==> src/rtl/bq_sample_in.sv <==
// ---------------------------------------------------------------------------
// bq_sample_in
//   Input conditioning stage in front of the biquad core's sample input.
//   The asynchronous parallel pad bus is brought into the filter clock domain
//   through two flop stages. It is sampled on a programmable tick and
//   box-car averaged over 2^dec_sel samples. Each average is handed to the
//   core through a valid/ready register with a sticky overrun flag.
//
// Ports
//   bq_clk_i  in   filter clock, all state on the rising edge
//   nreset    in   asynchronous active-low reset
//   x_pad     in   [DW]    raw pad sample bus (async to bq_clk_i), signed
//   enable    in   run control; low discards any partial block
//   div       in   [DIV_W] tick period in clocks (0 behaves as 1)
//   dec_sel   in   [3]     decimation exponent, saturates at MAXLOG2
//   x_out     out  [DW]    averaged sample
//   x_valid   out  x_out holds an unconsumed sample
//   x_ready   in   consumer accepts x_out this cycle
//   overrun   out  sticky: an unconsumed sample was overwritten
//   clr_ovr   in   synchronous clear of overrun (a same-cycle set wins)
// ---------------------------------------------------------------------------
module bq_sample_in #(
  parameter int DW      = 12,
  parameter int DIV_W   = 16,
  parameter int MAXLOG2 = 4
) (
  input  logic             bq_clk_i,
  input  logic             nreset,
  input  logic [DW-1:0]    x_pad,
  input  logic             enable,
  input  logic [DIV_W-1:0] div,
  input  logic [2:0]       dec_sel,
  output logic [DW-1:0]    x_out,
  output logic             x_valid,
  input  logic             x_ready,
  output logic             overrun,
  input  logic             clr_ovr
);

  // Accumulator is wide enough for 2^MAXLOG2 full-scale samples.
  localparam int         AW      = DW + MAXLOG2;
  // Block counter is one bit wider than needed, so the block length
  // 2^dec_lat is representable before subtracting one.
  localparam int         CW      = MAXLOG2 + 1;
  localparam logic [2:0] MAX_DEC = 3'(MAXLOG2);

  logic [DW-1:0]        sync1;
  logic [DW-1:0]        sx;
  logic [DIV_W-1:0]     div_cnt;
  logic [DIV_W-1:0]     period;
  logic                 tick;
  logic signed [AW-1:0] acc;
  logic signed [AW-1:0] sum;
  logic [CW-1:0]        samp_cnt;
  logic [CW-1:0]        blk_last;
  logic [2:0]           dec_lat;
  logic [2:0]           dec_sat;
  logic                 blk_end;
  logic                 new_res;
  logic                 xfer;
  logic [DW-1:0]        result;

  // -------------------------------------------------------------------------
  // Pad synchroniser. The source holds the bus stable for several clocks
  // around each tick, so no per-bit skew correction is needed.
  // -------------------------------------------------------------------------
  always_ff @(posedge bq_clk_i or negedge nreset) begin
    if (!nreset) begin
      sync1 <= '0;
      sx    <= '0;
    end else begin
      sync1 <= x_pad;
      sx    <= sync1;
    end
  end

  // -------------------------------------------------------------------------
  // Tick divider. The wrap uses >= so that shrinking div below the current
  // count wraps straight to 0 without producing a tick.
  // -------------------------------------------------------------------------
  assign period = (div == '0) ? DIV_W'(1) : div;
  assign tick   = enable && (div_cnt == period - DIV_W'(1));

  always_ff @(posedge bq_clk_i or negedge nreset) begin
    if (!nreset) begin
      div_cnt <= '0;
    end else if (!enable) begin
      div_cnt <= '0;
    end else if (div_cnt >= period - DIV_W'(1)) begin
      div_cnt <= '0;
    end else begin
      div_cnt <= div_cnt + DIV_W'(1);
    end
  end

  // -------------------------------------------------------------------------
  // Box-car accumulator. dec_lat is only reloaded at a block boundary or
  // while stopped, so a dec_sel change never alters a block in progress.
  // -------------------------------------------------------------------------
  assign dec_sat  = (dec_sel > MAX_DEC) ? MAX_DEC : dec_sel;
  assign blk_last = (CW'(1) << dec_lat) - CW'(1);
  assign blk_end  = (samp_cnt == blk_last);
  assign sum      = acc + {{MAXLOG2{sx[DW-1]}}, sx};
  // Arithmetic shift floors toward -inf; the mean always fits back in DW.
  assign result   = DW'(sum >>> dec_lat);
  assign new_res  = tick && blk_end;

  always_ff @(posedge bq_clk_i or negedge nreset) begin
    if (!nreset) begin
      acc      <= '0;
      samp_cnt <= '0;
      dec_lat  <= '0;
    end else if (!enable) begin
      acc      <= '0;
      samp_cnt <= '0;
      dec_lat  <= dec_sat;
    end else if (tick) begin
      if (blk_end) begin
        acc      <= '0;
        samp_cnt <= '0;
        dec_lat  <= dec_sat;
      end else begin
        acc      <= sum;
        samp_cnt <= samp_cnt + CW'(1);
      end
    end
  end

  // -------------------------------------------------------------------------
  // Output register.
  // Handshake: x_out is transferred on every rising edge where x_valid and
  // x_ready are both high. x_out is stable while x_valid is high unless a
  // transfer or a new result occurs. A new result always loads; if it lands
  // on a pending sample that is not being taken this cycle, overrun sets.
  // A pending sample survives enable going low.
  // -------------------------------------------------------------------------
  assign xfer = x_valid && x_ready;

  always_ff @(posedge bq_clk_i or negedge nreset) begin
    if (!nreset) begin
      x_out   <= '0;
      x_valid <= 1'b0;
    end else if (new_res) begin
      x_out   <= result;
      x_valid <= 1'b1;
    end else if (xfer) begin
      x_valid <= 1'b0;
    end
  end

  always_ff @(posedge bq_clk_i or negedge nreset) begin
    if (!nreset) begin
      overrun <= 1'b0;
    end else if (new_res && x_valid && !x_ready) begin
      overrun <= 1'b1;
    end else if (clr_ovr) begin
      overrun <= 1'b0;
    end
  end

endmodule

==> config.mk <==
export PLATFORM = sky130hd
export DESIGN_NAME = bq_sample_in
export DESIGN_NICKNAME = d
export VERILOG_FILES = /design/src/rtl/bq_sample_in.sv
export SDC_FILE = /design/constraint.sdc
export NUM_CORES = 1
export LEC_CHECK = 0
export BUFFER_PORTS_ARGS = -buffer_cell sky130_fd_sc_hd__buf_2
export CORE_MARGIN = 2
export CORE_UTILIZATION = 30
export DETAILED_ROUTE_END_ITERATION = 7
export GPL_TIMING_DRIVEN = 0
export MAX_ROUTING_LAYER = met4
export SYNTH_ARGS = -nofsm -noshare
export SYNTH_HDL_FRONTEND = slang
export SYNTH_SLANG_ARGS = --single-unit
==> constraint.sdc <==
create_clock -name bq_clk_i -period 6.6 [get_ports bq_clk_i]
set_input_delay 1.32 -clock bq_clk_i [delete_from_list [all_inputs] [get_ports bq_clk_i]]
set_output_delay 1.32 -clock bq_clk_i [all_outputs]
set_load 0.01 [all_outputs]
After elaboration in Yosys (flattened, before gate mapping)
Index checks and enable logic that the tools add are counted.
{"block": "word_totals", "out_inout_bits": 14, "ff_bits": 78, "elab_cells": 49}
{"block": "classes", "shifts": 2, "addsub": 5, "magnitude_cmp": 2, "reduce_logical": 10, "n_eq_ne": 4, "mux": 17}
{"op": "two-way mux 16 bit", "n": 6}
{"op": "adder 16 x 1 -> 16 bit, second input constant", "n": 1}
{"op": "adder 16 bit", "n": 1}
{"op": "== test 16 bit", "n": 1}
{"op": "greater-or-equal comparator 16 bit", "n": 1}
{"op": "logical NOT 16 bit", "n": 1}
{"op": ">>> shifter 16 x 3 -> 12 bit", "n": 1}
{"op": "subtractor 16 x 1 -> 16 bit, second input constant", "n": 1}
{"op": "two-way mux 5 bit", "n": 3}
{"op": "two-way mux 3 bit", "n": 4}
{"op": "adder 5 x 1 -> 5 bit, second input constant", "n": 1}
{"op": "== test 5 bit", "n": 1}
{"op": "logical AND 1 bit", "n": 5}
{"op": "<< shifter 1 x 3 -> 5 bit, first input constant", "n": 1}
{"op": "subtractor 5 x 2 -> 5 bit, second input constant", "n": 1}
{"op": "two-way mux 1 bit", "n": 4}
{"op": "inequality test 2 x 1 -> 1 bit, second input constant", "n": 2}
{"op": "nonzero test 2 bit", "n": 2}
{"op": "greater-than comparator 3 bit, second input constant", "n": 1}
{"op": "AND reduction 2 bit", "n": 1}
{"op": "logical NOT 1 bit", "n": 1}

Logic depth before layout (Yosys ltp)
{"block": "depth", "depth_word": 9, "ltp_mapped": 18, "depth_no_buf": 17}

Least setup slack after synthesis
OpenSTA, ideal clock, no wires.
{"block": "synth_timing", "path_type": "input port to flip-flop", "from": "input div[6]", "to": "register x_out[9]", "cell_stages": 17, "slack_ns": 1.352, "arrival_ns": 5.110, "setup_ns": 0.137, "n_path_buf": 0, "cell_sequence": "or4_1 nor4_1 nand2b_1 nor4_2 nor2_1 ha_1 nand2_1 nor2_1 xnor2_1 ha_1 nand4_1 nor4_2 nand3_1 a211o_1 and2_1 a2111oi_0 nor3_1"}
{"block": "synth_between", "elab_chain_cells": 6}
{"item": "from (decl)", "line": "31", "rtl": "input logic [DIV_W-1:0] div,"}
{"item": "logical NOT 16 bit", "line": "81", "rtl": "assign period = (div == '0) ? DIV_W'(1) : div;"}
{"item": "two-way mux 16 bit *", "line": "81"}
{"item": "subtractor 16 x 1 -> 16 bit *", "line": "82", "rtl": "assign tick = enable && (div_cnt == period - DIV_W'(1));"}
{"item": "== test 16 bit *", "line": "82"}
{"item": "logical AND 1 bit *", "line": "82"}
{"item": "logical AND 1 bit *", "line": "106", "rtl": "assign new_res = tick && blk_end;"}
{"item": "to (signal assigned)", "line": "144", "rtl": "x_out <= result;"}
{"item": "to (decl)", "line": "33", "rtl": "output logic [DW-1:0] x_out,"}
Mark *: on every way between the ends. The rest lies on a longest branch, timed or not.
A chain may end at the register's enable or synchronous reset.

Worst setup path in the final report
Same ends and word-level chain as after synthesis.

==> key figures <==
Outcome
  – Status: completed

Detailed routing
  – Routed wire length per instance: between 15 and 20 µm
  – Detailed Route Iter0 Violations: 200
  – DRC: 0
  – DR pass1 iterations: 5
  – DR vias: 4643
  – DRT antenna net count: 0
  – Drt total wl: roughly 14 mm
  – DR vias/cell: 5.223

Floorplanning
  – Core Region: about 0.017 mm²
  – Die area: approximately 0.019 mm²
  – Die Wd: 137.3 µm
  – Rows: 48
  – # IOs: 50
  – Starting Density: 30.72%
  – Die H: 137.3 µm

Logic synthesis
  – Synth Net Count: 670
  – Main flop type after synthesis: dfrtp_1
  – #FFs+latches synth: 78
  – Mapped cell area: 0.005333 mm²
  – Post-synth top cells: dfrtp_1, nand2_1, a21oi_1
  – Synth area leaders: dfrtp_1, ha_1, nand2_1
  – Post-synth top area share: 36.60%
  – Synth area leader: dfrtp_1
  – Yosys cell types: 66
  – Async set-or-reset flop fraction in the synthesized netlist: 100.0%
  – Syn Inst Count: 598
  – Most common cell in the synthesized netlist: dfrtp_1
  – Synth Warn #: 0
  – Mean Syn Cell Area: 8.917 µm²
  – Sequential-to-total area share from yosys stat: 36.60%
  – Count of flip-flops with a built-in enable after synthesis: 0

Timing
  – Layout Skew: 0.01006 ns
  – Final Hold Violating Endpoints: 0
  – Max-slew violations: 0
  – Fmax: 0.1677 GHz
  – Post-route minimum period: a little under 6 ns
  – Period utilization: 90.34%
  – Relative slew slack: about two fifths
  – RSZ-0062 raised after global routing: no
  – # setup viols final: 0
  – Final setup margin: about 0.64 ns
  – Actual slew at the worst max-slew pin: 0.9206 ns

Worst hold path
  – HP Class: reg -> reg
  – Hold path cells: 0

Clocking
  – Clk_lat worst skew: 0.35 ns
  – Root Driver: clkbuf_16
  – Clock Tree Buf Depth: 2
  – CTS buffer count: 9
  – Hold-fix buffers, CTS: 0
  – Reg clk slew, reported paths: 0.07 ns
  – CTS tree: yes
  – CTS H-tree depth: 3
  – CTS Sinks: 78

Place
  – DP Worst Slack: -0.1662 ns
  – Placed cell areas: 0.005889 mm²
  – Port bufs: 49
  – Gp weighted congestion: 0.8722
  – Detailed placement HPWL: 10.43 mm
  – Cell Count Post-Placement: just under 900

Cells and area
  – Fin cells: 889
  – Area grow syn2layout: 16.92%
  – Post-route cell area: 0.006235 mm²
  – Fillers: 1808
  – Ant. Diodes: 0
  – Share of cells above drive strength 1: 14.46%
  – Layout Utilization: 35.92%
  – Nets: 731

Global routing
  – Vias in the first global route: 4654
  – Tot GR Track Use: 16.11%
  – Total gr overflow: 0
  – Largest net degree at the start of global routing: 59
  – First-pass GRT wire length: 23.04 mm
  – Initial antenna violation count: 0

Power
  – Leak: 2.767 nW
  – Maximum VDD drop: between 100 and 150 µV
  – Total power: 0.001224 W
  – PD cells: 196.3 mW/mm²

Setup path
  – Worst Path Required: approximately 6.9 ns
  – Critical path endpoint category: register
  – Arr. time, crit path: 6.22 ns
  – CP Launch Type: primary input
  – CP max FO: 10
  – Slowest stage delay, CP: 0.71 ns
  – Worst reg2reg path depth: 12
  – Crit path kind: in -> reg
  – Worst-path cell chain: buf_2 > or4_1 > nor4_1 > nand2b_1 > nor4_2 > nor2_1 > ha_1 > nand2_1 > nor2_1 > xnor2_1 > ha_1 > nand4_1 > nor4_2 > nand3_1 > a211o_1 > clkbuf_1 > a31oi_1 > a21oi_1 > nor3_1
  – R2r setup slk: 2.87 ns
  – Slowest cell on the critical path: nor4_2

Run
  – Max_cap viols: 0
==> registers in the layout (all words and copies together), names as in the netlist <==
register	cells
acc	16
sync1	12
dec_lat	3
x_out	12
samp_cnt	5
sx	12
div_cnt	16
x_valid	1
overrun	1
==> per-stage QoR <==
step	hold slack [ns]	setup TNS [ns]
after global placement	0.3339	-1.014
final	0.3364	0
after floorplan	0.3312	0
after detailed placement	0.3356	-1.445
after global routing	0.3455	0
after CTS	0.3439	0
==> worst max-delay path: cells and delay by family <==
kind / cells / cell delay (ns)
AO/OA/AOI/OAI: 3 / 0.70
XOR/XNOR: 1 / 0.13
adder cells (fa/ha/maj): 2 / 0.54
buffers and inverters: 2 / 0.42
AND/OR/NAND/NOR: 11 / 3.11
==> kinds of logic (layout without fill, tap and decap cells) <==
kind of cell | after synthesis | count (layout) | share of synthesized area, %
buf+inv | 45 | 111 | 3.425
simple gates | 232 | 232 | 21.89
fa+ha+maj | 36 | 36 | 8.588
mux | 10 | 10 | 2.722
compound gates | 158 | 158 | 20.37
xor+xnor | 39 | 39 | 6.405
flops | 78 | 78 | 36.60
==> repair_timing <==
action,in CTS,in global routing
endpoints found under the setup margin,0,10
resized for setup,0,2
buffers inserted,0,0
==> final timing paths <==
kind,start,endpoint
worst min-delay path,sync1[6],sx[6]
worst min register to register,sync1[6],sx[6]
worst max register to register,dec_lat[1],acc[15]
worst max-delay path,div[6],x_out[9]
min in group asynchronous,nreset,sx[11]
max in group asynchronous,nreset,div_cnt[2]
==> routing by layer <==
metal / share of wire [%] / track usage [%]
met1: 48 / 20.76
met2: 46 / 25.37
met3: 4.9 / 4.010
met4: 1.1 / 4.181
met5: 0 / -
==> where the power goes <==
group | total, W | leakage, nW | internal, W | switching [W]
Combinational | 0.000160 | 1.57 | 0.0000623 | 0.0000977
Sequential | 0.000494 | 1.03 | 0.000489 | 0.00000535
Clock | 0.000570 | 0.167 | 0.000370 | 0.000200
Total | 0.00122 | 2.77 | 0.000920 | 0.000303
==> final cells by class <==
cell class / instances / area (µm²) / share of cell area, %
timing repair buffer: 50 / 275.3 / 4.415
buffer: 24 / 103.9 / 1.666
tap: 225 / 281.5 / 4.515
multi-input combinational: 475 / 3206 / 51.41
inverter: 21 / 78.83 / 1.264
clock buffer: 10 / 229.0 / 3.672
clock inverter: 6 / 108.9 / 1.746
sequential: 78 / 1952 / 31.31
==> layout by cell type, fill, tap and decap left out, types with 5 or more instances in the layout <==
cell,count
a211oi_1,7
ha_1,35
o2111ai_1,7
clkbuf_16,9
nand2b_1,7
dfrtp_1,78
or3_1,6
xnor2_1,25
a22o_1,8
a21oi_1,37
or2_2,5
nand2_1,74
o211ai_1,12
nor2b_1,6
o21a_1,11
nor2_1,35
and2_1,6
mux2_2,6
nand3_1,21
a21o_1,7
inv_1,20
xor2_1,14
clkbuf_1,19
buf_2,53
nand4_1,14
nor3_1,32
o21ai_0,28
Power figures use the tool's default switching activity.
